### src/rtl/fu_ls_unit.sv
// fu_ls_unit: blocking load/store functional unit between the LS reservation
// station, a single-outstanding req/gnt/rvalid data-memory port and the ROB
// completion broadcast.
// Optional feature macro: FU_LS_ALIGN_CHECK_EN (reject addresses not 8-byte aligned).

`ifndef GPR_SIZE
`define GPR_SIZE [63:0]
`endif
`ifndef ROB_IDX_SIZE
`define ROB_IDX_SIZE [4:0]
`endif

package fu_ls_pkg;
  typedef enum logic [3:0] {
    FU_OP_NOP  = 4'd0,
    FU_OP_ADD  = 4'd1,
    FU_OP_SUB  = 4'd2,
    FU_OP_AND  = 4'd3,
    FU_OP_ORR  = 4'd4,
    FU_OP_LDUR = 4'd5,
    FU_OP_STUR = 4'd6,
    FU_OP_B    = 4'd7
  } fu_op_t;
endpackage

module fu_ls_unit
  import fu_ls_pkg::*;
#(
  parameter int unsigned TIMEOUT_CYCLES = 255,
  parameter int unsigned CNT_WIDTH      = 8
) (
  input  logic                 in_clk,
  input  logic                 in_rst_n,
  input  logic                 in_rs_start,
  input  fu_op_t               in_rs_op,
  input  logic `GPR_SIZE       in_rs_val_a,
  input  logic `GPR_SIZE       in_rs_val_b,
  input  logic `ROB_IDX_SIZE   in_rs_dst_rob_index,
  output logic                 out_rs_ready,
  output logic                 out_mem_req,
  output logic                 out_mem_we,
  output logic `GPR_SIZE       out_mem_addr,
  output logic `GPR_SIZE       out_mem_wdata,
  input  logic                 in_mem_gnt,
  input  logic                 in_mem_rvalid,
  input  logic `GPR_SIZE       in_mem_rdata,
  output logic                 out_rob_done,
  output logic `ROB_IDX_SIZE   out_rob_dst_rob_index,
  output logic `GPR_SIZE       out_rob_value,
  output logic                 out_rob_error
);

  localparam int unsigned CW1 = CNT_WIDTH + 1;

  typedef enum logic [1:0] {IDLE, REQ, WAIT, RESP} state_t;

  state_t                 state_q, state_d;
  logic [CNT_WIDTH-1:0]   cnt_q, cnt_d;
  logic `ROB_IDX_SIZE     dst_q, dst_d;
  logic `GPR_SIZE         val_q, val_d;
  logic                   err_q, err_d;

  logic                   rs_ready_d, mem_req_d, mem_we_d, rob_done_d, rob_error_d;
  logic `GPR_SIZE         mem_addr_d, mem_wdata_d, rob_value_d;
  logic `ROB_IDX_SIZE     rob_idx_d;

  logic                   is_ls;
  logic                   misaligned;
  logic                   timeout_hit;

  // Decode of the incoming entry and the timeout condition
  always_comb begin
    is_ls = (in_rs_op == FU_OP_LDUR) || (in_rs_op == FU_OP_STUR);
`ifdef FU_LS_ALIGN_CHECK_EN
    misaligned = |in_rs_val_a[2:0];
`else
    misaligned = 1'b0;
`endif
    // Fires on the cycle whose increment reaches TIMEOUT_CYCLES
    timeout_hit = (TIMEOUT_CYCLES != 0) &&
                  ((CW1'(cnt_q) + CW1'(1)) == CW1'(TIMEOUT_CYCLES));
  end

  // Next-state, datapath and registered-output next values
  always_comb begin
    state_d     = state_q;
    cnt_d       = cnt_q;
    dst_d       = dst_q;
    val_d       = val_q;
    err_d       = err_q;
    mem_we_d    = out_mem_we;
    mem_addr_d  = out_mem_addr;
    mem_wdata_d = out_mem_wdata;

    case (state_q)
      IDLE: begin
        if (in_rs_start) begin
          dst_d       = in_rs_dst_rob_index;
          cnt_d       = '0;
          val_d       = '0;
          mem_we_d    = (in_rs_op == FU_OP_STUR);
          mem_addr_d  = in_rs_val_a;
          mem_wdata_d = in_rs_val_b;
          if (is_ls && !misaligned) begin
            state_d = REQ;
            err_d   = 1'b0;
          end else begin
            state_d = RESP;
            err_d   = 1'b1;
          end
        end
      end
      REQ: begin
        cnt_d = cnt_q + CNT_WIDTH'(1);
        if (in_mem_gnt) begin
          state_d = out_mem_we ? RESP : WAIT;
          err_d   = 1'b0;
        end else if (timeout_hit) begin
          state_d = RESP;
          err_d   = 1'b1;
          val_d   = '0;
        end
      end
      WAIT: begin
        cnt_d = cnt_q + CNT_WIDTH'(1);
        if (in_mem_rvalid) begin
          state_d = RESP;
          err_d   = 1'b0;
          val_d   = in_mem_rdata;
        end else if (timeout_hit) begin
          state_d = RESP;
          err_d   = 1'b1;
          val_d   = '0;
        end
      end
      RESP: begin
        state_d = IDLE;
      end
      default: begin
        state_d = IDLE;
      end
    endcase

    // Memory payload is only presented while a request is pending
    if (state_d != REQ) begin
      mem_we_d    = 1'b0;
      mem_addr_d  = '0;
      mem_wdata_d = '0;
    end

    rs_ready_d  = (state_d == IDLE);
    mem_req_d   = (state_d == REQ);
    rob_done_d  = (state_d == RESP);
    rob_idx_d   = rob_done_d ? dst_d : '0;
    rob_value_d = rob_done_d ? val_d : '0;
    rob_error_d = rob_done_d ? err_d : 1'b0;
  end

  // State, datapath and output registers
  always_ff @(posedge in_clk or negedge in_rst_n) begin
    if (!in_rst_n) begin
      state_q               <= IDLE;
      cnt_q                 <= '0;
      dst_q                 <= '0;
      val_q                 <= '0;
      err_q                 <= 1'b0;
      out_rs_ready          <= 1'b1;
      out_mem_req           <= 1'b0;
      out_mem_we            <= 1'b0;
      out_mem_addr          <= '0;
      out_mem_wdata         <= '0;
      out_rob_done          <= 1'b0;
      out_rob_dst_rob_index <= '0;
      out_rob_value         <= '0;
      out_rob_error         <= 1'b0;
    end else begin
      state_q               <= state_d;
      cnt_q                 <= cnt_d;
      dst_q                 <= dst_d;
      val_q                 <= val_d;
      err_q                 <= err_d;
      out_rs_ready          <= rs_ready_d;
      out_mem_req           <= mem_req_d;
      out_mem_we            <= mem_we_d;
      out_mem_addr          <= mem_addr_d;
      out_mem_wdata         <= mem_wdata_d;
      out_rob_done          <= rob_done_d;
      out_rob_dst_rob_index <= rob_idx_d;
      out_rob_value         <= rob_value_d;
      out_rob_error         <= rob_error_d;
    end
  end

endmodule

### config.mk
export PLATFORM = sky130hd
export DESIGN_NAME = fu_ls_unit
export DESIGN_NICKNAME = d
export VERILOG_FILES = /design/src/rtl/fu_ls_unit.sv
export SDC_FILE = /design/constraint.sdc
export NUM_CORES = 1
export LEC_CHECK = 0
export ABC_AREA = 1
export BUFFER_PORTS_ARGS = -buffer_cell sky130_fd_sc_hd__buf_2
export CORE_ASPECT_RATIO = 2
export CORE_UTILIZATION = 30
export DETAILED_ROUTE_END_ITERATION = 8
export GPL_TIMING_DRIVEN = 0
export HOLD_SLACK_MARGIN = 0.06
export PLACE_DENSITY_LB_ADDON = 0.12
export SETUP_SLACK_MARGIN = 0.05
export SYNTH_ARGS = -nofsm -noshare
export SYNTH_HDL_FRONTEND = slang
export SYNTH_SLANG_ARGS = --single-unit
### constraint.sdc
create_clock -name in_clk -period 2.5 [get_ports in_clk]
set_input_delay 0.25 -clock in_clk [delete_from_list [all_inputs] [get_ports in_clk]]
set_output_delay 0.25 -clock in_clk [all_outputs]
set_load 0.02 [all_outputs]
; ---- Yosys cells after proc, flatten, opt, wreduce, memory -nomap -nowiden
; Cells that the tools add are included.
[op_classes]
addsub = 2
eq_ne = 10
mux = 34
reduce_logical = 9
[op_table]
columns = operator, n
row1 = 64-bit two-way mux, 11
row2 = 64-bit case mux with 3 select lines, 1
row3 = 8-bit case mux with 2 select lines, 1
row4 = 5-bit two-way mux, 3
row5 = 1-bit two-way mux, 10
row6 = 2-bit two-way mux, 5
row7 = "8-bit by 1-bit adder with 9-bit output, second input constant", 1
row8 = "9-bit by 8-bit == test with 1-bit output, second input constant", 1
row9 = "8-bit by 1-bit adder with 8-bit output, second input constant", 1
row10 = "4-bit by 3-bit == test with 1-bit output, second input constant", 2
row11 = 8-bit two-way mux, 1
row12 = 2-bit case mux with 4 select lines, 1
row13 = "2-bit == test, second input constant", 3
row14 = 2-bit nonzero test, 3
row15 = "2-bit by 1-bit == test with 1-bit output, second input constant", 2
row16 = 2-bit zero test, 2
row17 = 2-bit AND reduction, 2
row18 = 1-bit case mux with 3 select lines, 1
row19 = "2-bit by 1-bit != test with 1-bit output, second input constant", 1
row20 = "2-bit != test, second input constant", 1
row21 = 2-bit OR reduction, 1
row22 = 1-bit logical OR, 1
[totals]
ff_bits = 282
in_bits = 206
word_cells = 69

; ---- Longest topological paths before layout
; Gate-level depths: netlist of run 1.
[depth]
word_depth = 8
ltp_mapped = 16

; ---- Worst setup path after synthesis of run 1
; Ideal clock, no wire load.
[synth_path]
kind = register to register
startpoint = register state_q[0]
endpoint = register out_mem_addr[0] (netlist name)
setup_ns = 0.124
arrival_time_ns = 1.846
setup_slack_ns = 0.530
path_stages_with_launch = 8
synth_period_minus_slack_ns = 1.970
cell_sequence = dfrtp_1 inv_1 ha_1 nand2_1 buf_2 clkbuf_1 mux2i_1 nor3_2
[synth_between]
elab_chain_len = 6
elab_cells_between_ends = 14
classes_between = eq/ne (4) / mux (6) / reduce/logical (4)
[synth_lines]
columns = element, line
row1 = "start, declared", 57  ; state_t state_q, state_d;
row2 = "start signal, assigned", 177  ; state_q <= state_d;
row3 = 2-bit two-way mux, "118, 130"
row4 = "2-bit two-way mux, on equally long branches", "126, 115"
row5 = 2-bit case mux with 4 select lines, 95  ; case (state_q)
row6 = 2-bit by 1-bit != test with 1-bit output, 145  ; if (state_d != REQ) begin
row7 = 2-bit nonzero test (no line), --
row8 = 2-bit AND reduction (no line), --
row9 = "end signal, assigned", 185  ; out_mem_addr <= mem_addr_d;
row10 = "end, declared", 42  ; output logic `GPR_SIZE out_mem_addr,
; Several ways; a longest one is shown, not always the timed one.
; A chain may end at the register's enable or synchronous reset.

==> results of run 1 <==
## path summary, 6_finish.rpt
kind                                from                end  slack [ps]  cells after the start
hold reg to reg                val_q[29]          val_q[29]         500                      2
max in group asynchronous       in_rst_n  out_mem_wdata[40]        1230                      3
min in group asynchronous       in_rst_n           val_q[5]         280                      2
setup reg to reg                cnt_q[0]  out_rob_value[36]         260                     16
hold / removal             in_mem_rvalid              err_q         130                      4
setup / recovery                cnt_q[0]  out_rob_value[36]         260                     16
## placed cells by master, fill, tap and decap left out, types with 17 or more instances in the layout
cell type,synthesis,routed
sky130_fd_sc_hd__o211ai_1,65,65
sky130_fd_sc_hd__nor3_1,38,38
sky130_fd_sc_hd__nor2_1,84,83
sky130_fd_sc_hd__buf_6,19,17
sky130_fd_sc_hd__dfrtp_1,281,281
sky130_fd_sc_hd__inv_1,99,99
sky130_fd_sc_hd__nand2_1,287,285
sky130_fd_sc_hd__clkbuf_1,31,30
sky130_fd_sc_hd__buf_2,24,424
sky130_fd_sc_hd__mux2i_1,128,128
sky130_fd_sc_hd__nor3_2,92,92
sky130_fd_sc_hd__dlygate4sd3_1,0,198
sky130_fd_sc_hd__clkbuf_16,0,29
## cell families after synthesis
group / share of synthesized area
AOI/OAI and AO/OA: 0.0494
adders and majority gates: 0.00599
buffers and inverters: 0.0697
DFF: 0.563
muxes: 0.102
and+or+nand+nor: 0.210
## timing repair
item                                   in CTS  in global routing
cloned                                      0                  0
hold buffers                              198                  0
resized for setup                           4                 29
buffers inserted                            0                  1
setup endpoints to repair                 125                234
endpoints found under the hold margin     291                  0
## area by class of cell
class	count	area, µm²
fillers	4011	22800
multi-input cells	743	4640
well taps	535	669
repair buffers	608	4090
clock inverters	13	158
flip-flops and latches	282	7060
plain buffers	82	533
clock buffers	37	786
inverters	99	372
diodes	1	2.50
## state kept, by name, summed over array words and instances, names as in the netlist
name                   cells
out_rob_dst_rob_index      5
out_mem_we                 1
state_q                    2
dst_q                      5
out_mem_wdata             64
out_mem_req                1
out_mem_addr              64
cnt_q                      8
val_q                     64
out_rs_ready               1
out_rob_value             64
err_q                      1
out_rob_error              1
out_rob_done               1
## power groups by stage
stage               Combinational (µW)  Clock [µW]  Sequential, µW
floorplan                         5220           0            6890
global route                      9980        4760            6200
global placement                  8870           0            6140
finish                            9110        4450            6080
detailed placement                8920           0            6150
CTS                               9200        4620            6090
## routing by layer
metal  track usage  part of all wire  vias up
li1              -                 -     5203
met3        0.0415             0.057       70
met2         0.386              0.55      359
met5             0            0.0011        -
met1         0.198              0.36     5223
met4        0.0762             0.034        6
## per-stage QoR
stage / utilization / power [µW] / instance area [µm²]
after floorplan: - / 12100 / 12500
after global placement: 0.371 / 15000 / 15200
after detailed placement: 0.372 / 15100 / 15300
after CTS: 0.444 / 19900 / 18200
after global routing: 0.445 / 20900 / 18300
final: 0.445 / 19600 / 18300
## critical path: cells and delay by family (launching register included)
kind                       cells  cell delay, ps
and+or+nand+nor               13            1220
DFF                            1             410
buffers and inverters          2             270
adders and majority gates      1             240
==> implementation parameters, run 1 <==
Parameter                              Value

Floorplanning
  Standard-cell row count    about 110
  Die ar.    approximately 43,000 µm²
  DIE HEIGHT    291 µm
  X dimension of the die    around 150 µm
  Initial cell density of the core    0.305
  IO Count    a little over 400
  Area of the core region    41,100 µm²

Clock network
  Inserted Clock Buffers    28
  Maximum count of clock buffers along a single path    3
  Number of H-tree levels    1
  CTS tree    done
  Clock transition at the register clock pins on the worst setup and hold paths after CTS    approximately 70 ps
  Number of sinks driven by the clock tree    approximately 280
  Master cell of the clock root buffer    sky130_fd_sc_hd__clkbuf_16
  Clock network latency to the later pin of the worst-skew pair    ~550 ps

GRT
  Overall routing resource usage    0.197
  Largest net degree at the start of global routing    111
  Antenna violations before repair    4
  GRT overflow    0
  Number of global-route vias before repair    roughly 12,000
  Wire length of the first global-routing pass    approximately 66,000 µm

Setup path
  Most used cell along the critical path    sky130_fd_sc_hd__nand2_1
  Worst endpoint data arrival time    ~2700 ps
  Startpoint type of the worst setup path    register
  Critical setup path kind    reg2reg
  Crit end category    register
  Delay of the slowest critical-path stage    410 ps
  Maximum fanout along the worst path    10
  CP required    roughly 3000 ps
  Cell-by-cell listing of the critical path    ha_2 -> inv_1 -> nand2_1 -> nand2_1 -> nor2_1 -> nand3_1 -> nor2_1 -> nand2_2 -> nand2_1 -> nand2_1 -> nand2_1 -> nand2_1 -> nand2_4 -> nand3_4 -> buf_4 -> nor2_1
  Cell type of the slowest stage on the worst timing path    sky130_fd_sc_hd__dfrtp_1

Layout
  Net total in the final layout    2,056
  Synth-to-Final Area Change    46.0%
  Number of standard cells in the layout, taps in and fillers out    ~2,400
  Proportion of layout cells with a drive suffix above 1    0.333

Pwr
  Net switching component of the power    between 8000 and 9000 µW
  Share of total power in sequential cells    0.310
  Power share of the clock group    0.226
  Leakage power of the design    ~0.0099 µW
  Maximum ir drop on the vdd rail    0.000698 V
  Combinational cell fraction of total power    0.464
  Int Power    about 11,000 µW
  Switching power share of the total    0.433
  P per Cell Area    approximately 1100 nW/µm²

Yosys
  Count of flip-flops with a built-in enable after synthesis    0
  Gate count after technology mapping    ~1,200
  Proportion of register bits with asynchronous set or reset after synthesis    1.00
  Average cell area after synthesis    10.4 µm²
  YS warnings    0
  Unique cell type count in the Yosys netlist    28
  Portion of synthesized cell area occupied by the leading cell type    0.561
  Post-Syn Area    ~13,000 µm²
  Sequential area share after synthesis    0.563
  Flip-flop and latch count after synthesis    around 280
  Top cells by area in the synthesized netlist    sky130_fd_sc_hd__dfrtp_1 (56%), sky130_fd_sc_hd__mux2i_1 (10%), sky130_fd_sc_hd__nand2_1 (8.6%)
  Cell type with the highest aggregate area in the netlist    sky130_fd_sc_hd__dfrtp_1
  Top FF cell, synth    sky130_fd_sc_hd__dfrtp_1
  Most frequent cells after synthesis    sky130_fd_sc_hd__nand2_1 (287), sky130_fd_sc_hd__dfrtp_1 (281), sky130_fd_sc_hd__mux2i_1 (128)
  Leading cell type by number of instances after synthesis    sky130_fd_sc_hd__nand2_1
  Syn nets    between 1,000 and 1,500

Timing
  RSZ-0062 raised after global routing    yes
  Final number of max-transition violations    0
  Setup Skew    between 10 and 15 ps
  Clock period minus final worst setup slack    between 2000 and 2500 ps
  Tightest slew margin relative to the limit    0.451
  Final cycle utilization of the critical path    0.897
  Setup ws final    between 200 and 300 ps
  Post-route setup TNS    0 ps
  Worst hold slack    ~130 ps
  Final hold violation count    0
  Achievable clock frequency    0.446 GHz
  Actual transition at the worst max-transition pin    824 ps
  Final setup violation count    0

Route
  Average detailed-routed wire length per instance    about 18 µm
  Post-Route WL    42,200 µm
  Per-cell via count in the routed design    4.53
  Number of nets with antenna violations after routing    0
  First-pass iteration count of the detailed router    4
  DRC violation count after routing    0
  Count of routing violations after the opening detailed-route iteration    about 340
  Via count    between 10,000 and 15,000

Placement
  Gp weighted congestion    just over 0.8
  Hpwl dp    30,700 µm
  Number of port buffers    407
  Cell Count Post-Placement    2,150
  DP Worst Slack    -125 ps

Min path
  Path category of the worst min-delay check    in2reg

Status
  Run status    completed

Run
  Max_cap viols    0
Note: power is estimated with default switching activity, not from simulation.
==> run 2, diff against run 1 <==
==> constraint.sdc (replaced) <==
create_clock -name in_clk -period 1.9 [get_ports in_clk]
set_input_delay 0.19 -clock in_clk [delete_from_list [all_inputs] [get_ports in_clk]]
set_output_delay 0.19 -clock in_clk [all_outputs]
set_load 0.02 [all_outputs]
==> implementation parameters, run 2 (synthesis gave the netlist of run 1 again) <==
Parameter                              Value

Status
  Run status    complete, but fails checks
  Violated checks    negative setup slack

Clock network
  Maximum count of clock buffers along a single path    3 (unchanged)
  Master cell of the clock root buffer    sky130_fd_sc_hd__clkbuf_16
  Clock transition at the register clock pins on the worst setup and hold paths after CTS    70 ps (about the same)
  CTS tree    done
  Number of H-tree levels    1 (unchanged)
  Number of sinks driven by the clock tree    282 (unchanged)
  Inserted Clock Buffers    28 (unchanged)
  Clock network latency to the later pin of the worst-skew pair    560 ps (about the same)

Timing
  Tightest slew margin relative to the limit    0.423 (-0.0279)
  Setup Skew    11.6 ps (+1.13 ps)
  Final setup violation count    267 (+267)
  Final cycle utilization of the critical path    1.18 (+0.284)
  Setup ws final    -344 ps (-602 ps)
  Final number of max-transition violations    0 (unchanged)
  RSZ-0062 raised after global routing    yes
  Final hold violation count    0 (unchanged)
  Achievable clock frequency    0.446 GHz (-0.11%)
  Clock period minus final worst setup slack    2240 ps (+2.48 ps)
  Actual transition at the worst max-transition pin    866 ps (+41.8 ps)

Route
  DRC violation count after routing    0 (unchanged)
  Count of routing violations after the opening detailed-route iteration    243 (-29%)
  First-pass iteration count of the detailed router    5 (+1)
  Number of nets with antenna violations after routing    0 (unchanged)
  Per-cell via count in the routed design    4.56 (+0.81%)
  Average detailed-routed wire length per instance    18.0 µm (+2.3%)
  Post-Route WL    43,800 µm (+3.6%)
  Via count    11,095 (+2.2%)

Pwr
  Power share of the clock group    0.210 (-0.016)
  Maximum ir drop on the vdd rail    0.000994 V (+42%)
  Leakage power of the design    0.0104 µW (+5.3%)
  Overall power after layout    30,500 µW (+55%)
  Combinational cell fraction of total power    0.527 (+0.063)
  Int Power    18,000 µW (+61%)
  Switching power share of the total    0.411 (-0.0214)
  P per Cell Area    1560 nW/µm² (+45%)
  Share of total power in sequential cells    0.263 (-0.047)
  Net switching component of the power    12,600 µW (+48%)

Run
  Max_cap viols    0 (unchanged)

GRT
  Overall routing resource usage    0.197 (+0.000276)
  GRT overflow    0 (unchanged)
  Largest net degree at the start of global routing    116 (+4.5%)
  Number of global-route vias before repair    11,850 (+2.1%)
  Wire length of the first global-routing pass    65,900 µm (+0.57%)
  Antenna violations before repair    0 (-4)

Placement
  Number of port buffers    407 (unchanged)
  Cell Count Post-Placement    2,150 (unchanged)
  DP Worst Slack    -746 ps (-620 ps)
  Gp weighted congestion    0.782 (-3.2%)
  Hpwl dp    29,900 µm (-2.7%)

Floorplanning
  DIE HEIGHT    291 µm (unchanged)
  Area of the core region    41,100 µm² (unchanged)
  IO Count    408 (unchanged)
  Initial cell density of the core    0.305 (unchanged)
  X dimension of the die    147 µm (unchanged)
  Die ar.    42,700 µm² (unchanged)
  Standard-cell row count    105 (unchanged)

Setup path
  Cell type of the slowest stage on the worst timing path    sky130_fd_sc_hd__dfrtp_2
  Startpoint type of the worst setup path    register
  Worst endpoint data arrival time    2690 ps (-20 ps)
  Critical setup path kind    reg2reg
  Maximum fanout along the worst path    8 (-2)
  CP required    2340 ps (-630 ps)
  Cell-by-cell listing of the critical path    buf_4 -> nand3_2 -> o21ai_1 -> nand2_1 -> nor2_2 -> nand2_4 -> nand2_1 -> nand2_1 -> nand2_1 -> nand2_2 -> nand2_4 -> buf_12 -> clkbuf_16 -> clkbuf_16 -> nor3_2
  Most used cell along the critical path    sky130_fd_sc_hd__nand2_1
  Crit end category    register
  Delay of the slowest critical-path stage    420 ps (about the same)

Min path
  Path category of the worst min-delay check    in2reg

Layout
  Commonest cells after routing, fill and taps aside    sky130_fd_sc_hd__buf_2 (415), sky130_fd_sc_hd__nand2_1 (279), sky130_fd_sc_hd__dfrtp_1 (277), sky130_fd_sc_hd__dlygate4sd3_1 (198), sky130_fd_sc_hd__mux2i_1 (128)
  Number of standard cells in the layout, taps in and fillers out    2,432 (+1.3%)
  Synth-to-Final Area Change    56.2%
  Leading cell type in the layout, fill and taps excluded    sky130_fd_sc_hd__buf_2
  Net total in the final layout    2,087 (+1.5%)
  Count of antenna diodes in the layout    0 (-1)
  Final Util    0.476 (+0.0311)
  Proportion of layout cells with a drive suffix above 1    0.384 (+0.0517)
-- run 2: changes by cell type in the layout (fill, tap and decap cells not counted), moves of 10 or more --
cell                        change
sky130_fd_sc_hd__buf_12        +22
sky130_fd_sc_hd__clkbuf_1      -10
sky130_fd_sc_hd__clkbuf_16     +14
sky130_fd_sc_hd__nor2_1        -45
sky130_fd_sc_hd__nor2_2        +38
sky130_fd_sc_hd__nor3_4        +10
-- run 2: path summary, 6_finish.rpt --
check                               endpoint   startpoint  cells past startpoint  slack, ps
setup / recovery            out_mem_addr[13]     cnt_q[0]                     15       -340
hold / removal                    out_mem_we  in_rs_op[0]                      5        100
setup reg to reg            out_mem_addr[13]     cnt_q[0]                     15       -340
hold reg to reg                     val_q[3]     val_q[3]                      2        500
max in group asynchronous   out_mem_addr[22]     in_rst_n                      3        560
min in group asynchronous  out_rob_value[58]     in_rst_n                      2        190
-- run 2: power by group through the flow --
stage,Clock (µW),Combinational (µW),Sequential (µW)
CTS,6630,13800,8020
global route,6840,17300,8180
finish,6400,16100,8040
floorplan,0,7100,9080
global placement,0,11900,8090
detailed placement,0,11900,8120
-- run 2: metrics by stage --
| step | hold slack (ps) | setup TNS, ps | area [µm²] |
|---|---|---|---|
| finish | 101 | -55310 | 19600 |
| global route | 128 | -90400 | 19600 |
| CTS | 69.8 | -52360 | 18900 |
| detailed placement | 254 | -161980 | 15400 |
| global placement | 448 | -1575240 | 15300 |
| floorplan | -106 | 0 | 12600 |
-- run 2: layout make-up --
type	instances	area [µm²]
tap	535	669
multi-input combinational	744	4950
clock buffer	36	812
clock inverter	16	248
timing repair buffer	639	4670
buffer	81	792
sequential	282	7060
fill	3923	21500
inverter	99	372
-- run 2: per-layer routing --
| layer | routed length (µm) | global-route usage | up-vias |
|---|---|---|---|
| li1 | - | - | 5273 |
| met1 | 16000 | 0.207 | 5410 |
| met2 | 24600 | 0.389 | 359 |
| met3 | 2110 | 0.0348 | 53 |
| met4 | 1100 | 0.0612 | 0 |
| met5 | 0 | 0 | - |
-- run 2: repair_timing --
action | CTS | global route
hold endpoints to repair | 351 | 0
cloned | 3 | 14
setup endpoints to repair | 282 | 278
gates resized for setup | 76 | 107
setup buffers | 10 | 6
pin swaps | 29 | 11
hold buffers | 198 | 0
-- run 2: worst max-delay path, delay by kind of cell (launching register included) --
family                 cells  cell delay (ps)
AND/OR/NAND/NOR           10              890
buffers and inverters      4              660
flip-flops                 1              420
AO/OA/AOI/OAI              1              140
